$ cat src/rtl/data_sync_ctrl.sv
// Destination-side controller for a 4-phase req/ack bus synchronizer.
// Captures the source bus on a synchronized request edge, stalls on dst_busy, counts aborts.
module data_sync_ctrl #(
    parameter int unsigned BUS_WIDTH     = 8,
    parameter int unsigned ERR_CNT_WIDTH = 4
) (
    input  logic                     clk,
    input  logic                     rst,
    input  logic                     sync_req,
    input  logic [BUS_WIDTH-1:0]     unsync_bus,
    input  logic                     dst_busy,
    output logic [BUS_WIDTH-1:0]     sync_bus,
    output logic                     enable_pulse,
    output logic                     ack,
    output logic                     pending,
    output logic [ERR_CNT_WIDTH-1:0] err_cnt
);

    typedef enum logic [1:0] {StIdle, StPending, StAcked} state_e;

    state_e                   state_q, state_d;
    logic [BUS_WIDTH-1:0]     bus_q, bus_d;
    logic                     pulse_q, pulse_d;
    logic                     ack_q, ack_d;
    logic                     pend_q, pend_d;
    logic [ERR_CNT_WIDTH-1:0] err_q, err_d;
    logic                     req_dly_q, req_dly_d;
    logic                     run_q, run_d;

    always_comb begin
        state_d   = state_q;
        bus_d     = bus_q;
        pulse_d   = 1'b0;
        ack_d     = ack_q;
        pend_d    = pend_q;
        err_d     = err_q;
        req_dly_d = sync_req;
        run_d     = 1'b1;

        // First edge after reset release only primes req_dly, so a request
        // that is already high is never mistaken for a fresh rise.
        if (run_q) begin
            case (state_q)
                StIdle: begin
                    if (sync_req && !req_dly_q) begin
                        if (!dst_busy) begin
                            bus_d   = unsync_bus;
                            pulse_d = 1'b1;
                            ack_d   = 1'b1;
                            state_d = StAcked;
                        end else begin
                            pend_d  = 1'b1;
                            state_d = StPending;
                        end
                    end
                end
                StPending: begin
                    // Abort has priority over a simultaneous busy release.
                    if (!sync_req) begin
                        pend_d  = 1'b0;
                        state_d = StIdle;
                        if (err_q != {ERR_CNT_WIDTH{1'b1}}) begin
                            err_d = err_q + ERR_CNT_WIDTH'(1);
                        end
                    end else if (!dst_busy) begin
                        bus_d   = unsync_bus;
                        pulse_d = 1'b1;
                        ack_d   = 1'b1;
                        pend_d  = 1'b0;
                        state_d = StAcked;
                    end
                end
                StAcked: begin
                    if (!sync_req) begin
                        ack_d   = 1'b0;
                        state_d = StIdle;
                    end
                end
                default: state_d = StIdle;
            endcase
        end
    end

    always_ff @(posedge clk or posedge rst) begin
        if (rst) begin
            state_q   <= StIdle;
            bus_q     <= '0;
            pulse_q   <= 1'b0;
            ack_q     <= 1'b0;
            pend_q    <= 1'b0;
            err_q     <= '0;
            req_dly_q <= 1'b0;
            run_q     <= 1'b0;
        end else begin
            state_q   <= state_d;
            bus_q     <= bus_d;
            pulse_q   <= pulse_d;
            ack_q     <= ack_d;
            pend_q    <= pend_d;
            err_q     <= err_d;
            req_dly_q <= req_dly_d;
            run_q     <= run_d;
        end
    end

    assign sync_bus     = bus_q;
    assign enable_pulse = pulse_q;
    assign ack          = ack_q;
    assign pending      = pend_q;
    assign err_cnt      = err_q;

endmodule

$ cat config.mk
export PLATFORM = sky130hd
export DESIGN_NAME = data_sync_ctrl
export DESIGN_NICKNAME = d
export VERILOG_FILES = /design/src/rtl/data_sync_ctrl.sv
export SDC_FILE = /design/constraint.sdc
export NUM_CORES = 1
export LEC_CHECK = 0
export CAP_MARGIN = 15
export CORE_MARGIN = 2
export CORE_UTILIZATION = 40
export CTS_CLUSTER_DIAMETER = 80
export DETAILED_ROUTE_END_ITERATION = 10
export GPL_TIMING_DRIVEN = 1
export PLACE_DENSITY_LB_ADDON = 0.25
export SYNTH_ARGS = -nofsm -noshare
export SYNTH_HDL_FRONTEND = slang
export SYNTH_SLANG_ARGS = --single-unit
$ cat constraint.sdc
create_clock -name clk -period 2.6 [get_ports clk]
set_clock_uncertainty 0.05 [all_clocks]
set_input_delay 0.78 -clock clk [delete_from_list [all_inputs] [get_ports clk]]
set_output_delay 0.78 -clock clk [all_outputs]
set_load 0.03 [all_outputs]
# [Word level (Yosys, flattened, before mapping)]
# Index checks and enable logic that the tools add are counted.
# Widths: inputs -> output; s select.
[word_totals] register_bits=19 latch_bits=0 ram_bits=0 romBits=0 inputBits=12 out_inout_bits=15 wordCells=53 mem_count=0
[op_classes] addsub=1 n_mul=0 n_div=0 magnitude_cmp=0 n_eq_ne=8 shift=0 mux=25 n_bitwise=1 n_reduce_logical=10
[ops] cell="$mux 8" count=3
[ops] cell="$pmux 8 s2" count=1
[ops] cell="$mux 1" count=12
[ops] cell="$reduce_and 4->1" count=3
[ops] cell="$mux 2" count=5
[ops] cell="$reduce_and 5->1" count=2
[ops] cell="$ne 2x2->1 const B" count=4
[ops] cell="$pmux 2 s3" count=1
[ops] cell="$add 4x1->4 const B" count=1
[ops] cell="$ne 4x4->1 const B" count=1
[ops] cell="$pmux 1 s2" count=2
[ops] cell="$ne 3x3->1 const B" count=1
[ops] cell="$pmux 1 s3" count=1
[ops] cell="$reduce_bool 3->1" count=1
[ops] cell="$eq 2x1->1 const B" count=1
[ops] cell="$eq 2x2->1 const B" count=1
[ops] cell="$logic_not 2->1" count=1
[ops] cell="$reduce_bool 2->1" count=1
[ops] cell="$logic_and 1x1->1" count=1
[ops] cell="$logic_not 1->1" count=1
[ops] cell="$not 1->1" count=1

# [Longest topological paths before layout]
[depth] depth_word=5 mapped_depth=4

# [Least setup slack after synthesis]
# No wires, ideal clock.
[synth_path] kind="input port to flip-flop" from="input port sync_req" to="register err_q[3], in the netlist err_cnt[3]" setup_ns=0.125 arrival_ns=1.537 required_time_ns=2.425 setup_slack_ns=0.888 cell_stages=3 n_path_buf=0 path_cell_list="and4bb_4 > nand4_2 > mux2_4"
[synth_between] elab_chain_cells=2
[synth_lines] element="from (decl)" line_no="9" rtl="input logic sync_req,"
[synth_lines] element="$not 1->1 (no line)"
[synth_lines] element="$reduce_and 4->1 (no line)"
[synth_lines] element="to (signal assigned)" line_no="100" rtl="err_q <= err_d;"
[synth_lines] element="to (decl)" line_no="26" rtl="logic [ERR_CNT_WIDTH-1:0] err_q, err_d;"
# Every way passes these cells.
# A chain may end at the register's enable or synchronous reset.

# [Final worst setup path]
[layout_path] from="register err_q[0], in the netlist err_cnt[0]" to="output port err_cnt[0]"
[layout_lines] element="to (decl)" line_no="16" rtl="output logic [ERR_CNT_WIDTH-1:0] err_cnt"
# No word-level cell between the ends.

==> impl_metrics.toml <==
[status]
status = "finished clean"

[drt]
drt-vias-per-instance = 5.02
drc = 0
routed_wirelength_mm = 1.53
drt_iter0_markers = 12
detail_route.first_pass.iterations = 4
vias = 597
routedWlPerCell_um = 12.8
drtAntennaViolNets = 0

[synth]
synth-edff-count = 0
yosysTopAreaCell = "dfrtp_1"
synth_seq_area_share_pct = 55.0
synth_top_area_share_pct = 55.0
ys_types = 25
syn_inst = 63
synth_area_um2 = 865
synth.avg_cell_area_um2 = 13.7
synthTopCellsByArea = "dfrtp_1 55%, mux2_4 16%, and4bb_4 3.8%"
async_reset_ff_share_pct = 100
synth_nets = 76
ys_seq_elements = 19
ys_warn_count = 0
synthFlopType = "dfrtp_1"

[cts]
htreeDepth = 1
cts_resized = 0
cts_buffer_depth = 2
postCtsSetupBuffers = 0
clock-sinks = 19
clkTransAtPathRegs_ns = 0.11
cts_root_buf = "clkbuf_4"
cts_made_buffers = 3
cts_tree = "done"
worstSkewPairLatency_ns = 0.28
ctsHoldBuffers = 0

[final_layout]
area_growth_pct = 36.3
fin_cells = 119
antenna_cells = 0
drive_above_1_share_pct = 21.7
fill_cells = 171
nets = 106
ff_latch_area_um2 = 475
multi_input_area_um2 = 363
final_cell_mix = "26 x clkdlybuf4s50_1, 19 x dfrtp_1, 9 x mux2_4"
final_common_cell = "clkdlybuf4s50_1"

[worst_setup_path]
worstPathRequired_ns = 1.77
crit_path_start_kind = "register"
path_buf_inv = 1
crit_fanout = 4
worstSetupPathType = "reg -> out"
cp.arrival_ns = 1.43
reg2reg_slack_ns = 1.17
cp_slowest_cell = "clkdlybuf4s50_1"
crit_path_max_incr_delay_ns = 0.70
critPathTopFamily = "buffers and inverters"
crit_chain = "clkdlybuf4s50_1"
critPathCaptureType = "output port"

[power]
p_per_area_nw_per_um2 = 910
p_leak_nw = 0.538
peakVddDrop_mv = 0.566

[die]
die_y_um = 50.5
die_area_um2 = 2550
rows = 16
die_w_um = 50.5
io_pins = 27
start_util_pct = 43.2
core_area_um2 = 2000

[min_path]
hold_path.class = "reg -> reg"

[sta]
finalSetupViolCount = 0
maxSlewHeadroom_pct = 52.9
fin_crit_ns = 2.26
fmax_mhz = 442
min_period_over_period_pct = 87.0
tightest_slew_ns = 0.706
slew_viol_final = 0
rsz0062_at_grt = "no"
fin_tns_setup_ns = 0
finalHoldViolations = 0

[place]
place.gp.congestion = 0.721
dp_cells = 115
hpwlAfterDp_mm = 1.09
io_buffers = 26

[global_routing]
antenna_found_initial = 0
grt_usage_pct = 12.8
grt_pass1_vias = 569
grt_overflow = 0
grt_start_max_net_pins = 20
grt_pass1_wl_mm = 2.54

[flow_run]
drv_cap = 0
==> metrics by stage <==
step	total power, mW	worst slack (ns)	hold slack, ns	instance area (um2)	utilization, %
after floorplan	0.734	0.888	0.474	865	-
after global placement	0.925	0.334	0.445	1150	57.5
after detailed placement	0.935	0.292	0.438	1150	57.5
after CTS	1.08	0.329	0.465	1180	58.9
after global routing	1.13	0.291	0.502	1180	58.9
final	1.07	0.338	0.460	1180	58.9
==> synth_stat cells (2+ instances only) <==
master / count
o21ai_0: 3
a21oi_1: 3
dfrtp_1: 19
and4bb_4: 2
mux2_4: 9
nand2_1: 3
inv_1: 5
nor2b_1: 2
==> power breakdown <==
| group | switching (mW) | leakage, nW | internal (mW) |
|---|---|---|---|
| logic | 0.240 | 0.291 | 0.239 |
| clock network | 0.0871 | 0.0177 | 0.0571 |
| registers | 0.0741 | 0.229 | 0.374 |
==> state kept, by name, summed over array words and instances (netlist names) <==
signal and count:
req_dly_q 1, sync_bus 8, run_q 1, state_q 2
enable_pulse 1, ack 1, pending 1, err_cnt 4
==> routing by layer <==
layer	up-vias	routed length (um)	track usage [%]
met5	-	0	0
met4	0	14	4.05
met3	2	58	2.68
met2	14	750	20.0
met1	299	705	17.9
li1	282	-	-
==> logic make-up (layout without fill, tap and decap cells) <==
group | Yosys count | after routing | synth area share, %
adders and majority gates | 1 | 1 | 1.45
DFF | 19 | 19 | 55.0
other | 1 | 1 | 0.434
xor gates and xnor gates | 1 | 1 | 1.01
and+or+nand+nor | 14 | 14 | 13.2
muxes | 10 | 10 | 16.9
AOI/OAI and AO/OA | 11 | 11 | 8.97
buffers and inverters | 6 | 35 | 3.04
==> path summary, 6_finish.rpt <==
check | startpoint | end | cells past startpoint
min reg2reg | ack | ack | 2
max reg2reg | state_q[1] | sync_bus[3] | 3
max in group asynchronous | rst | pending | 2
max | err_cnt[0] | err_cnt[0] | 1
min | ack | ack | 2
min in group asynchronous | rst | sync_bus[7] | 2
==> cell type report <==
class / count / area share (%)
clock inverters: 1 / 0.425
multi-input cells: 38 / 30.8
well taps: 27 / 2.87
inverters: 5 / 1.59
repair buffers: 26 / 22.1
clock buffers: 3 / 1.91
flip-flops and latches: 19 / 40.3
Note: power is estimated with default switching activity, not from simulation.
